==> src/rtl/store_align_unit.sv <==
// Store queue with byte-lane alignment: buffers store requests in order and
// issues each as one or two lane-aligned, strobed memory write beats.
module store_align_unit #(
  parameter int DATA_W = 32,
  parameter int ADDR_W = 32,
  parameter int DEPTH  = 4
) (
  input  logic                      clk_i,
  input  logic                      rst_i,
  input  logic                      req_valid_i,
  output logic                      req_ready_o,
  input  logic [ADDR_W-1:0]         req_addr_i,
  input  logic [DATA_W-1:0]         req_data_i,
  input  logic [1:0]                req_size_i,
  output logic                      mem_valid_o,
  input  logic                      mem_ready_i,
  output logic [ADDR_W-1:0]         mem_addr_o,
  output logic [DATA_W-1:0]         mem_data_o,
  output logic [DATA_W/8-1:0]       mem_strb_o,
  output logic                      err_o,
  output logic [$clog2(DEPTH):0]    count_o
);

  localparam int NB = DATA_W / 8;
  localparam int LB = $clog2(NB);
  localparam int PW = $clog2(DEPTH);
  localparam int CW = PW + 1;

  localparam logic [1:0] S_IDLE  = 2'd0;
  localparam logic [1:0] S_BEAT0 = 2'd1;
  localparam logic [1:0] S_BEAT1 = 2'd2;

  logic [1:0]        state_q, state_d;
  logic [PW-1:0]     wr_ptr_q, wr_ptr_d;
  logic [PW-1:0]     rd_ptr_q, rd_ptr_d;
  logic [CW-1:0]     count_q, count_d;
  logic              err_q, err_d;

  logic [ADDR_W-1:0] fifo_addr_q [DEPTH];
  logic [ADDR_W-1:0] fifo_addr_d [DEPTH];
  logic [DATA_W-1:0] fifo_data_q [DEPTH];
  logic [DATA_W-1:0] fifo_data_d [DEPTH];
  logic [1:0]        fifo_size_q [DEPTH];
  logic [1:0]        fifo_size_d [DEPTH];

  logic [ADDR_W-1:0] iss_addr_q, iss_addr_d;
  logic [DATA_W-1:0] iss_data_q, iss_data_d;
  logic [1:0]        iss_size_q, iss_size_d;

  logic              accept, illegal, push, pop, beat_done, advance, crossing;
  logic [3:0]        nbytes;
  logic [LB-1:0]     off;
  logic [NB-1:0]     bmask;
  logic [DATA_W-1:0] data_m;
  logic [2*NB-1:0]   wide_strb;
  logic [2*DATA_W-1:0] wide_data;
  logic [ADDR_W-1:0] aligned;

  assign req_ready_o = (count_q < CW'(DEPTH));
  assign mem_valid_o = (state_q != S_IDLE);
  assign count_o     = count_q;
  assign err_o       = err_q;

  // Lane formatting of the issue register. Shifting into a double-width
  // window gives BEAT0 in the low half and the crossing remainder in the high half.
  always_comb begin
    case (iss_size_q)
      2'b00:   nbytes = 4'd1;
      2'b01:   nbytes = 4'd2;
      2'b10:   nbytes = 4'd4;
      default: nbytes = 4'd8;
    endcase
    off    = iss_addr_q[LB-1:0];
    bmask  = '0;
    data_m = '0;
    for (int unsigned i = 0; i < NB; i++) begin
      bmask[i] = (i < 32'(nbytes));
      if (bmask[i]) data_m[8*i +: 8] = iss_data_q[8*i +: 8];
    end
    wide_strb = {{NB{1'b0}}, bmask} << off;
    wide_data = {{DATA_W{1'b0}}, data_m} << {off, 3'b000};
    crossing  = |wide_strb[2*NB-1:NB];
    aligned   = {iss_addr_q[ADDR_W-1:LB], {LB{1'b0}}};

    mem_addr_o = '0;
    mem_data_o = '0;
    mem_strb_o = '0;
    if (state_q == S_BEAT0) begin
      mem_addr_o = aligned;
      mem_data_o = wide_data[DATA_W-1:0];
      mem_strb_o = wide_strb[NB-1:0];
    end else if (state_q == S_BEAT1) begin
      mem_addr_o = aligned + ADDR_W'(NB);
      mem_data_o = wide_data[2*DATA_W-1:DATA_W];
      mem_strb_o = wide_strb[2*NB-1:NB];
    end
  end

  always_comb begin
    accept    = req_valid_i && req_ready_o;
    illegal   = (DATA_W == 32) && (req_size_i == 2'b11);
    push      = accept && !illegal;
    err_d     = accept && illegal;
    beat_done = mem_valid_o && mem_ready_i;

    // The issue register is free when idle or when its final beat completes.
    advance = (state_q == S_IDLE) ||
              (state_q == S_BEAT0 && beat_done && !crossing) ||
              (state_q == S_BEAT1 && beat_done);
    pop = advance && (count_q != '0);

    state_d = state_q;
    if (state_q == S_BEAT0 && beat_done && crossing) state_d = S_BEAT1;
    else if (advance) state_d = pop ? S_BEAT0 : S_IDLE;

    fifo_addr_d = fifo_addr_q;
    fifo_data_d = fifo_data_q;
    fifo_size_d = fifo_size_q;
    wr_ptr_d    = wr_ptr_q;
    if (push) begin
      fifo_addr_d[wr_ptr_q] = req_addr_i;
      fifo_data_d[wr_ptr_q] = req_data_i;
      fifo_size_d[wr_ptr_q] = req_size_i;
      wr_ptr_d = wr_ptr_q + PW'(1);
    end

    iss_addr_d = iss_addr_q;
    iss_data_d = iss_data_q;
    iss_size_d = iss_size_q;
    rd_ptr_d   = rd_ptr_q;
    if (pop) begin
      iss_addr_d = fifo_addr_q[rd_ptr_q];
      iss_data_d = fifo_data_q[rd_ptr_q];
      iss_size_d = fifo_size_q[rd_ptr_q];
      rd_ptr_d   = rd_ptr_q + PW'(1);
    end

    count_d = count_q + CW'(push) - CW'(pop);
  end

  always_ff @(posedge clk_i) begin
    if (rst_i) begin
      state_q  <= S_IDLE;
      wr_ptr_q <= '0;
      rd_ptr_q <= '0;
      count_q  <= '0;
      err_q    <= 1'b0;
    end else begin
      state_q  <= state_d;
      wr_ptr_q <= wr_ptr_d;
      rd_ptr_q <= rd_ptr_d;
      count_q  <= count_d;
      err_q    <= err_d;
    end
  end

  always_ff @(posedge clk_i) begin
    fifo_addr_q <= fifo_addr_d;
    fifo_data_q <= fifo_data_d;
    fifo_size_q <= fifo_size_d;
    iss_addr_q  <= iss_addr_d;
    iss_data_q  <= iss_data_d;
    iss_size_q  <= iss_size_d;
  end

endmodule
==> config.mk <==
export PLATFORM = sky130hd
export DESIGN_NAME = store_align_unit
export DESIGN_NICKNAME = d
export VERILOG_FILES = /design/src/rtl/store_align_unit.sv
export SDC_FILE = /design/constraint.sdc
export NUM_CORES = 1
export LEC_CHECK = 0
export ABC_AREA = 1
export BUFFER_PORTS_ARGS = -buffer_cell sky130_fd_sc_hd__buf_2
export CAP_MARGIN = 5
export CELL_PAD_IN_SITES_DETAIL_PLACEMENT = 1
export CELL_PAD_IN_SITES_GLOBAL_PLACEMENT = 1
export CORE_MARGIN = 10
export CORE_UTILIZATION = 47
export DETAILED_ROUTE_END_ITERATION = 16
export PLACE_DENSITY = 0.79
export SKIP_LAST_GASP = 1
export SLEW_MARGIN = 20
export SYNTH_ARGS = -nofsm -noshare
export SYNTH_HDL_FRONTEND = slang
export SYNTH_SLANG_ARGS = --single-unit
==> constraint.sdc <==
create_clock -name clk_i -period 4.32 [get_ports clk_i]
set_input_delay 0 -clock clk_i [delete_from_list [all_inputs] [get_ports clk_i]]
set_output_delay 0 -clock clk_i [all_outputs]
set_load 0.01 [all_outputs]
==> out/metrics.yaml, run 1 <==
synthFlopType: "edfxtp_1"
antennaDiodeCount: 0
die_h_um: 195
nFillCells: 3098
grt_max_degree: 107
finalSetupViolations: 0
cts_tree: "yes"
clk_latency_ps: 520
num_rows: 63
comb_power_share_pct: 30.7
critPathRequiredTime_ps: 4720
slowest_delay_ps: 650
grt_pass1_wl_mm: 63.9
ios: 144
clockBufferDepth: 3
max_freq_ghz: 0.346
period_share_pct: 66.8
drive_above_1_share_pct: 16.6
grt_pass1_vias: 11300
p_int_mw: 7.37
p_leak_nw: 6.43
fp.coreArea_um2: 29900
cp_top_family: "adder cells"
num-nets-final: 1530
cts-root-buf: "clkbuf_16"
start_util_pct: 48.0
swShare_pct: 36.8
path_common_cell: "nand2_1"
power_switching_mw: 4.29
ys.warnings.count: 0
pre_cts_ws_ps: 1500
drv_cap: 0
async_flop_share_pct: 0
port_buffers: 141
design_area_um2: 17300
power_density_nw_per_um2: 673
dieWidth_um: 195
fin_skew_ps: 22.4
syn2layout_area_growth_pct: 20.7
crit_chain: "inv_1 -> nand2_1 -> nand2_1 -> nand2_1 -> nand2_1 -> nand2_2 -> inv_2 -> ha_1 -> inv_1 -> ha_1 -> fa_1 -> o21ai_0 -> a21oi_1"
status: "finished clean"
die_area_um2: 37900
maxSlewHeadroom_pct: 37.5
seqPwrFrac_pct: 42.8
setup_slack_ps: 1430
avgSynthCellArea_um2: 11.5
crit_buf_inv: 3
cts.reportedPaths.clkPinSlew_ps: 70
wire_per_inst_um: 22.0
tightestPinTransition_ps: 938
syn_inst: 1250
hpwl_mm: 27.0
post_cts_buffers: 0
crit_path_max_fanout: 13
drtIter0Drc: 739
min_period_ps: 2890
yosysSeqAreaShare_pct: 70.4
gr-total-overflow: 0
crit_path_end_kind: "register"
synth_cell_types: 36
arrival_ps: 3290
cts.sinks: 340
track_usage_pct: 21.1
ys_ff_latch: 340
cts_resized: 0
crit_slowest_cell: "edfxtp_1"
peakVddDrop_v: 0.000365
vias: 10400
synth_edf_count: 330
place_area_um2: 15400
ctsHoldBuffers: 70
drc: 0
numCtsBuffers: 36
pwr-share-clk_pct: 26.5
critPathKind: "reg2reg"
gp_congestion: 0.975
syn_area_um2: 14400
htree_num_levels: 2
firstDrtPassIters: 5
drv_slew: 0
drt_wl_total_mm: 41.0
hp-class: "in2reg"
antenna_found_initial: 0
p_total_mw: 11.7
setup_tns_ps: 0
startpoint_type: "register"
vias_per_cell: 5.56
final_antenna_net_count: 0
rsz0062_at_grt: "false"
hold_violations: 0
[final timing paths]
| check | startpoint | to | slack [ps] | depth (start not counted) |
|---|---|---|---|---|
| hold reg to reg | wr_ptr_q[1]$_SDFFE_PP0P_ | wr_ptr_q[1]$_SDFFE_PP0P_ | 560 | 2 |
| hold / removal | req_addr_i[3] | fifo_addr_q[99]$_DFFE_PP_ | 230 | 2 |
| setup reg to reg | iss_addr_q[1]$_DFFE_PP_ | count_o[2]$_SDFF_PP0_ | 1430 | 13 |
| setup / recovery | iss_addr_q[1]$_DFFE_PP_ | count_o[2]$_SDFF_PP0_ | 1430 | 13 |
[worst register-to-register path, delay by kind of cell (launching register included)]
kind / cells / cell delay, ps
buf+inv: 3 / 440
flops: 1 / 650
fa+ha+maj: 3 / 860
simple gates: 5 / 500
compound gates: 2 / 300
[metal layers]
layer	vias up	GRT usage, %	share of wire (%)
li1	4850	-	-
met1	5197	26.7	42
met2	266	36.5	51
met3	70	3.08	4.5
met4	0	7.16	2.5
met5	-	0	0
[through the flow]
stage          cells  hold slack (ps)  utilization, %
2_1_floorplan   1251             69.1               -
3_3_place_gp    1733              213            51.6
4_1_cts         1867              219            57.9
3_5_place_dp    1733              223            51.6
5_1_grt         1868              236            58.0
6_report        1868              233            58.0
[cell families (layout without fill, tap and decap cells)]
group | after synthesis | count (layout) | share of synthesized area, %
buf+inv | 139 | 366 | 4.13
fa+ha+maj | 8 | 8 | 0.750
xor+xnor | 2 | 2 | 0.122
simple gates | 456 | 456 | 13.0
compound gates | 304 | 304 | 11.6
other cells | 1 | 2 | 0.0261
flops | 340 | 340 | 70.4
[Yosys cell counts (2+ instances only)]
library cell / n / area, µm²
buf_6: 2 / 22.5
nor2_2: 6 / 37.5
inv_1: 66 / 248
o21ai_0: 168 / 841
nand2_4: 2 / 22.5
o21ai_1: 13 / 65.1
nand2_1: 178 / 668
nor2_1: 211 / 792
inv_2: 12 / 45.0
edfxtp_1: 330 / 9910
nand3_1: 44 / 220
o22ai_1: 86 / 538
clkbuf_1: 30 / 113
dfxtp_1: 10 / 200
buf_2: 18 / 90.1
or2_2: 4 / 25.0
ha_1: 7 / 87.6
buf_4: 9 / 67.6
nor2_4: 4 / 45.0
nand2_2: 4 / 25.0
a22oi_1: 6 / 45.0
a21oi_1: 26 / 130
[cell type report]
| class | instances | area, µm² | area share (%) |
|---|---|---|---|
| Inverter | 79 | 298 | 1.72 |
| Timing Repair Buffer | 223 | 1570 | 9.04 |
| Clock inverter | 20 | 238 | 1.37 |
| Tap cell | 390 | 488 | 2.82 |
| Multi-Input combinational cell | 772 | 3680 | 21.3 |
| Sequential cell | 340 | 10100 | 58.4 |
| Clock buffer | 44 | 941 | 5.43 |
[flip-flops by register name (all words and copies together) (netlist names)]
name,cells
count_o,3
err_o,1
fifo_addr_q,128
fifo_data_q,128
fifo_size_q,8
iss_addr_q,32
iss_data_q,32
iss_size_q,2
rd_ptr_q,2
state_q,2
wr_ptr_q,2
[layout by cell type, fill, tap and decap left out, drive strengths merged, types with 4 or more instances in the layout]
cell / n
a21oi: 27
a22oi: 6
buf: 153
bufinv: 5
clkbuf: 44
clkinv: 15
dfxtp: 10
dlygate4sd3: 70
edfxtp: 330
ha: 7
inv: 78
nand2: 184
nand3: 45
nor2: 221
o21ai: 181
o22ai: 86
or2: 4
[power by group through the flow]
stage          registers [mW]  clock network [mW]  logic, mW
6_report                 4.99                3.09       3.58
3_5_place_dp             5.04                   0       3.51
5_1_grt                  5.05                3.28       3.99
2_1_floorplan            4.76                   0       2.36
4_1_cts                  4.98                3.14       3.59
3_3_place_gp             5.02                   0       3.37
(Power assumes the default switching activity.)
==> run 2: changes to the inputs <==
--- a/config.mk
+++ b/config.mk
@@ -5,13 +5,13 @@
 export SDC_FILE = /design/constraint.sdc
 export NUM_CORES = 1
 export LEC_CHECK = 0
-export ABC_AREA = 1
+export ABC_AREA = 0
 export BUFFER_PORTS_ARGS = -buffer_cell sky130_fd_sc_hd__buf_2
 export CAP_MARGIN = 5
 export CELL_PAD_IN_SITES_DETAIL_PLACEMENT = 1
 export CELL_PAD_IN_SITES_GLOBAL_PLACEMENT = 1
 export CORE_MARGIN = 10
-export CORE_UTILIZATION = 47
+export CORE_UTILIZATION = 50
 export DETAILED_ROUTE_END_ITERATION = 16
 export PLACE_DENSITY = 0.79
 export SKIP_LAST_GASP = 1
==> constraint.sdc (replaced) <==
create_clock -name clk_i -period 2.7 [get_ports clk_i]
set_input_delay 0 -clock clk_i [delete_from_list [all_inputs] [get_ports clk_i]]
set_output_delay 0 -clock clk_i [all_outputs]
set_load 0.01 [all_outputs]
==> out/metrics.yaml, run 2 <==
firstDrtPassIters: 5  # unchanged
num_rows: 61  # -3.2%
vias_per_cell: 5.78  # +4.0%
cts.sinks: 340  # unchanged
grt_max_degree: 68  # -36%
p_leak_nw: 6.09  # -5.2%
crit_buf_inv: 3  # unchanged
cp_top_family: "simple AND/OR/NAND/NOR gates"
drive_above_1_share_pct: 33.6  # +17 points
critPathKind: "reg2out"
syn_inst: 798  # -36%
setup_tns_ps: -192  # -192 ps
ys_ff_latch: 340  # unchanged
path_common_cell: "buf_4"
die_h_um: 187  # -3.8%
numCtsBuffers: 36  # unchanged
async_flop_share_pct: 0  # unchanged
p_total_mw: 18.6  # +59%
ys.warnings.count: 0  # unchanged
pre_cts_ws_ps: 131  # -1370 ps
regToRegSetupSlack_ps: 230  # -1200 ps
status: "finished, violations left"
wire_per_inst_um: 24.2  # +10%
synth_cell_types: 56  # +56%
synth_top_area_cell: "edfxtp_1"
top_regs: "fifo_addr_q x128, fifo_data_q x128"
peakVddDrop_v: 0.000634  # +74%
rsz0062_at_grt: "true"
setup_slack_ps: -102  # -1530 ps
crit_chain: "ha_2 -> nand4_1 -> buf_4 -> nor4_1 -> buf_4 -> mux2i_1 -> a211o_1 -> buf_2"
avgSynthCellArea_um2: 17.6  # +53%
synth_edf_count: 330  # unchanged
start_util_pct: 50.6  # +2.6 points
layout_common_cells: "edfxtp_1, buf_2, dlygate4sd3_1"
synth_area_leaders: "edfxtp_1, mux4_2, mux2_2"
dieWidth_um: 187  # -3.8%
rr_endpoint: "count_o[2]$_SDFF_PP0_"
cts-root-buf: "clkbuf_16"
reg2reg_depth: 10  # -3
track_usage_pct: 19.7  # -1.4 points
synthFlopType: "edfxtp_1"
final_antenna_net_count: 0  # unchanged
ios: 144  # unchanged
drtIter0Drc: 711  # -3.8%
min_period_ps: 2800
cp_num_cells: 8  # -5
final_util_pct: 63.1  # +5.1 points
antenna_found_initial: 1  # +1
max_freq_ghz: 0.357
clk_latency_ps: 520  # about the same
cts_tree: "yes"
synth_common_cells: "edfxtp_1, mux4_2, nand2_1"
yosysSeqAreaShare_pct: 72.1  # +1.7 points
num-nets-final: 1140  # -25%
violations: "setup timing"
crit_slowest_cell: "nor4_1"
fp.coreArea_um2: 27700  # -7.3%
grt_pass1_vias: 8926  # -21%
critPathRequiredTime_ps: 2700  # -2020 ps
place_area_um2: 15500  # +0.47%
gp_congestion: 0.892  # -8.5%
drc: 0  # unchanged
fin_skew_ps: 16.6  # -5.78 ps
yosysMostFrequentCell: "edfxtp_1"
syn_area_um2: 14000  # -2.3%
die_area_um2: 35100  # -7.4%
htree_num_levels: 2  # unchanged
hp-start: "req_data_i[24]"
hp-class: "in2reg"
gr-total-overflow: 0  # unchanged
port_buffers: 141  # unchanged
design_area_um2: 17500  # +0.90%
vias: 8484  # -18%
slowest_delay_ps: 420  # -230 ps
holdPathEnd: "fifo_data_q[120]$_DFFE_PP_"
power_density_nw_per_um2: 1060  # +58%
crit_path_end_kind: "output port"
drv_cap: 0  # unchanged
drv_slew: 0  # unchanged
hpwl_mm: 23.2  # -14%
yosysTopAreaCellShare_pct: 70.7  # +1.6 points
startpoint_type: "register"
tightestPinTransition_ps: 1010  # +76.9 ps
clockBufferDepth: 3  # unchanged
grt_pass1_wl_mm: 54.0  # -15%
period_share_pct: 104
r2r_start: "count_o[2]$_SDFF_PP0_"
syn2layout_area_growth_pct: 24.7
maxSlewHeadroom_pct: 31.8  # -5.6 points
final_common_cell: "edfxtp_1"
min_path_cells: 2  # unchanged
drt_wl_total_mm: 35.5  # -13%
finalSetupViolations: 2  # +2
arrival_ps: 2800  # -490 ps
cts.reportedPaths.clkPinSlew_ps: 60  # about the same
crit_path_max_fanout: 6  # -7
hold_violations: 0  # unchanged
run 2: changes by cell type in the layout (fill, tap and decap cells not counted), moves of 21 or more:
cell / previous run / this run
inv_1: 65 / 13
o21ai_0: 168 / 2
mux2_2: 0 / 21
mux4_2: 0 / 66
nand3_1: 44 / 12
nor2_1: 207 / 42
buf_4: 7 / 46
o22ai_1: 86 / 11
nand2_1: 178 / 44
run 2: worst max path at each step:
stage,from,end
after floorplan,state_q[0]$_SDFFE_PP0P_,count_o[2]$_SDFF_PP0_
after global placement,count_o[2]$_SDFF_PP0_,count_o[2]$_SDFF_PP0_
after detailed placement,count_o[2]$_SDFF_PP0_,count_o[2]$_SDFF_PP0_
after CTS,iss_addr_q[3]$_DFFE_PP_,mem_addr_o[28]
after global routing,iss_addr_q[3]$_DFFE_PP_,mem_addr_o[22]
final,iss_addr_q[3]$_DFFE_PP_,mem_addr_o[22]
run 2: worst reg2reg max path: stages, from the launching register on:
cell       delay, ps
dfxtp_1          350
or3_1            440
o2111ai_2        190
nand2_8           70
ha_1             290
inv_1             40
ha_1             190
fa_1             380
xnor2_1          210
xnor2_1          150
nor2_1            50
run 2: logic make-up after synthesis:
| family | after synthesis | synth area share [%] |
|---|---|---|
| DFF | 340 | 72.1 |
| and+or+nand+nor | 176 | 6.37 |
| AOI/OAI and AO/OA | 106 | 5.22 |
| adders and majority gates | 8 | 0.768 |
| other | 1 | 0.0268 |
| buffers and inverters | 57 | 1.66 |
| muxes | 94 | 12.8 |
| xor gates and xnor gates | 16 | 1.00 |
run 2: final cells by class:
class                           instances  area (µm²)
Antenna cell                            1        2.50
Clock buffer                           40         947
Clock inverter                         24         164
Fill cell                            2505       10200
Inverter                               13        48.8
Multi-Input combinational cell        403        3760
Sequential cell                       340       10100
Tap cell                              378         473
Timing Repair Buffer                  268        1970
run 2: routing by layer:
layer | vias up | global-route usage, % | routed length (µm)
met2 | 273 | 33.0 | 17600
met4 | 0 | 6.37 | 966
met3 | 60 | 3.32 | 1770
li1 | 3766 | - | -
met1 | 4385 | 25.9 | 15200
met5 | - | 0 | 0
run 2: where the power goes:
group	internal (mW)	switching, mW
combinational	2.64	3.41
sequential	7.09	0.816
clock	2.64	1.99
total	12.4	6.22
run 2: stage by stage:
stage / cells / hold WS, ps
3_5_place_dp: 1314 / 216
4_1_cts: 1449 / 210
2_1_floorplan: 799 / 98.9
5_1_grt: 1467 / 242
6_report: 1467 / 222
3_3_place_gp: 1314 / 213
run 2: what timing repair did:
action	in CTS	in global routing
cloned	0	1
hold buffers	70	0
gates resized for setup	3	7
endpoints found under the setup margin	5	10
hold endpoints to repair	274	0
pin swaps	0	2
setup buffers	1	16
==> run 3: changes to the inputs <==
--- a/config.mk
+++ b/config.mk
@@ -10,7 +10,8 @@
 export CAP_MARGIN = 5
 export CELL_PAD_IN_SITES_DETAIL_PLACEMENT = 1
 export CELL_PAD_IN_SITES_GLOBAL_PLACEMENT = 1
-export CORE_MARGIN = 10
+export CORE_ASPECT_RATIO = 1.25
+export CORE_MARGIN = 1.5
 export CORE_UTILIZATION = 50
 export DETAILED_ROUTE_END_ITERATION = 16
 export PLACE_DENSITY = 0.79
==> out/metrics.yaml, run 3 (same netlist as run 2, synthesis figures left out) <==
status: "finished clean"
antennaDiodeCount: 0  # -1
wire_per_inst_um: 24.5  # +1.3%
grt_max_degree: 68  # unchanged
finalSetupViolations: 0  # -2
gr-total-overflow: 0  # unchanged
die_h_um: 190  # +1.5%
hp-start: "req_data_i[31]"
cts_tree: "yes"
nFillCells: 2509  # +0.16%
track_usage_pct: 23.8  # +4.0 points
hp-class: "in2reg"
startpoint_type: "register"
pre_cts_ws_ps: 151  # +20.6 ps
crit_path_end_kind: "output port"
hpwl_mm: 22.0  # -5.1%
antenna_found_initial: 0  # -1
crit_path_max_fanout: 7  # +1
period_share_pct: 98.0  # -5.8 points
cts-root-buf: "clkbuf_16"
slowest_delay_ps: 590  # +170 ps
vias_per_cell: 5.95  # +2.9%
hold_slack_ps: 215  # -6.91 ps
fin_skew_ps: 17.4  # +0.790 ps
cts.reportedPaths.clkPinSlew_ps: 60  # about the same
power_density_nw_per_um2: 1070  # +0.49%
final_common_cell: "edfxtp_1"
numCtsBuffers: 35  # -2.8%
layout_common_cells: "edfxtp_1, buf_2, dlygate4sd3_1"
drc: 0  # unchanged
setup_slack_ps: 54.2  # +156 ps
drtIter0Drc: 660  # -7.2%
final_antenna_net_count: 0  # unchanged
vias: 8482  # -0.024%
start_util_pct: 50.8  # +0.25 points
top_regs: "fifo_addr_q x128, fifo_data_q x128"
critPathKind: "reg2out"
drv_cap: 0  # unchanged
instances_no_fill: 1426  # -2.8%
ios: 144  # unchanged
hold_violations: 0  # unchanged
clockBufferDepth: 3  # unchanged
p_total_mw: 18.6  # -0.14%
place_area_um2: 15400  # -0.53%
die_area_um2: 29100  # -17%
num-nets-final: 1131  # -0.79%
final_util_pct: 63.0  # -0.082 points
crit_start: "iss_addr_q[6]$_DFFE_PP_"
maxSlewHeadroom_pct: 35.3  # +3.4 points
firstDrtPassIters: 5  # unchanged
drt_wl_total_mm: 34.9  # -1.5%
design_area_um2: 17400  # -0.63%
setup_tns_ps: 0  # +192 ps
placed_cells: 1278  # -2.7%
port_buffers: 141  # unchanged
max_freq_ghz: 0.378  # +5.9%
min_period_ps: 2650  # -156 ps
syn2layout_area_growth_pct: 23.9
arrival_ps: 2650  # -150 ps
gp_congestion: 0.856  # -4.1%
tightestPinTransition_ps: 971  # -43.8 ps
p_leak_nw: 6.04  # -0.88%
htree_num_levels: 2  # unchanged
crit_slowest_cell: "or4_4"
drive_above_1_share_pct: 32.4  # -1.2 points
fp.coreArea_um2: 27600  # -0.50%
cts.sinks: 340  # unchanged
drv_slew: 0  # unchanged
grt_pass1_vias: 8954  # +0.31%
grt_pass1_wl_mm: 52.7  # -2.4%
num_rows: 68  # +11%
clk_latency_ps: 530  # about the same
dieWidth_um: 153  # -18%
r2r_start: "count_o[2]$_SDFF_PP0_"
critPathRequiredTime_ps: 2700  # about the same
peakVddDrop_v: 0.000814  # +28%
crit_chain: "nand3_2 -> or4_4 -> or4_1 -> a21oi_1 -> buf_2"
[run 3: changes by cell type in the layout (fill, tap and decap cells not counted), sizes merged]
cell	delta
inv	-1
clkinv	-2
diode	-1
dlygate4sd3	+1
clkinvlp	-2
or4	-1
bufinv	+1
buf	-8
[run 3: path summary, 6_finish.rpt]
path / cells after the start / slack, ps / endpoint
worst min register to register: 2 / 560 / wr_ptr_q[1]$_SDFFE_PP0P_
worst min-delay path: 2 / 220 / fifo_data_q[63]$_DFFE_PP_
worst max register to register: 10 / 170 / count_o[2]$_SDFF_PP0_
worst max-delay path: 5 / 50 / mem_addr_o[29]
[run 3: repair_timing]
action | in CTS | in global routing
setup buffers | 8 | 9
endpoints found under the hold margin | 274 | 0
gates cloned | 0 | 0
hold buffers | 71 | 0
endpoints found under the setup margin | 8 | 18
resized for setup | 6 | 6
[run 3: worst max-delay path: cells and delay by family, from the launching register on]
kind | cells | cell delay [ps]
simple gates | 3 | 1280
compound gates | 1 | 240
buf+inv | 1 | 180
flops | 1 | 430
[run 3: power by group]
part | total [mW] | internal (mW) | switching, mW
combinational | 6.11 | 2.62 | 3.48
clock | 4.59 | 2.63 | 1.96
sequential | 7.85 | 7.09 | 0.763
[run 3: cell type report]
| cell class | instances | area [µm²] | share of cell area, % |
|---|---|---|---|
| Timing Repair Buffer | 261 | 1930 | 11.1 |
| Tap cell | 350 | 438 | 2.52 |
| Sequential cell | 340 | 10100 | 58.2 |
| Multi-Input combinational cell | 402 | 3760 | 21.6 |
| Inverter | 13 | 48.8 | 0.281 |
| Clock inverter | 20 | 161 | 0.929 |
| Clock buffer | 40 | 916 | 5.27 |
[run 3: routing by layer]
metal / share of wire [%] / up-vias / GRT usage (%)
met2: 51 / 314 / 40.1
li1: - / 3734 / -
met1: 41 / 4342 / 31.4
met3: 5.0 / 92 / 3.80
met4: 3.2 / 0 / 8.88
met5: 0 / - / 0
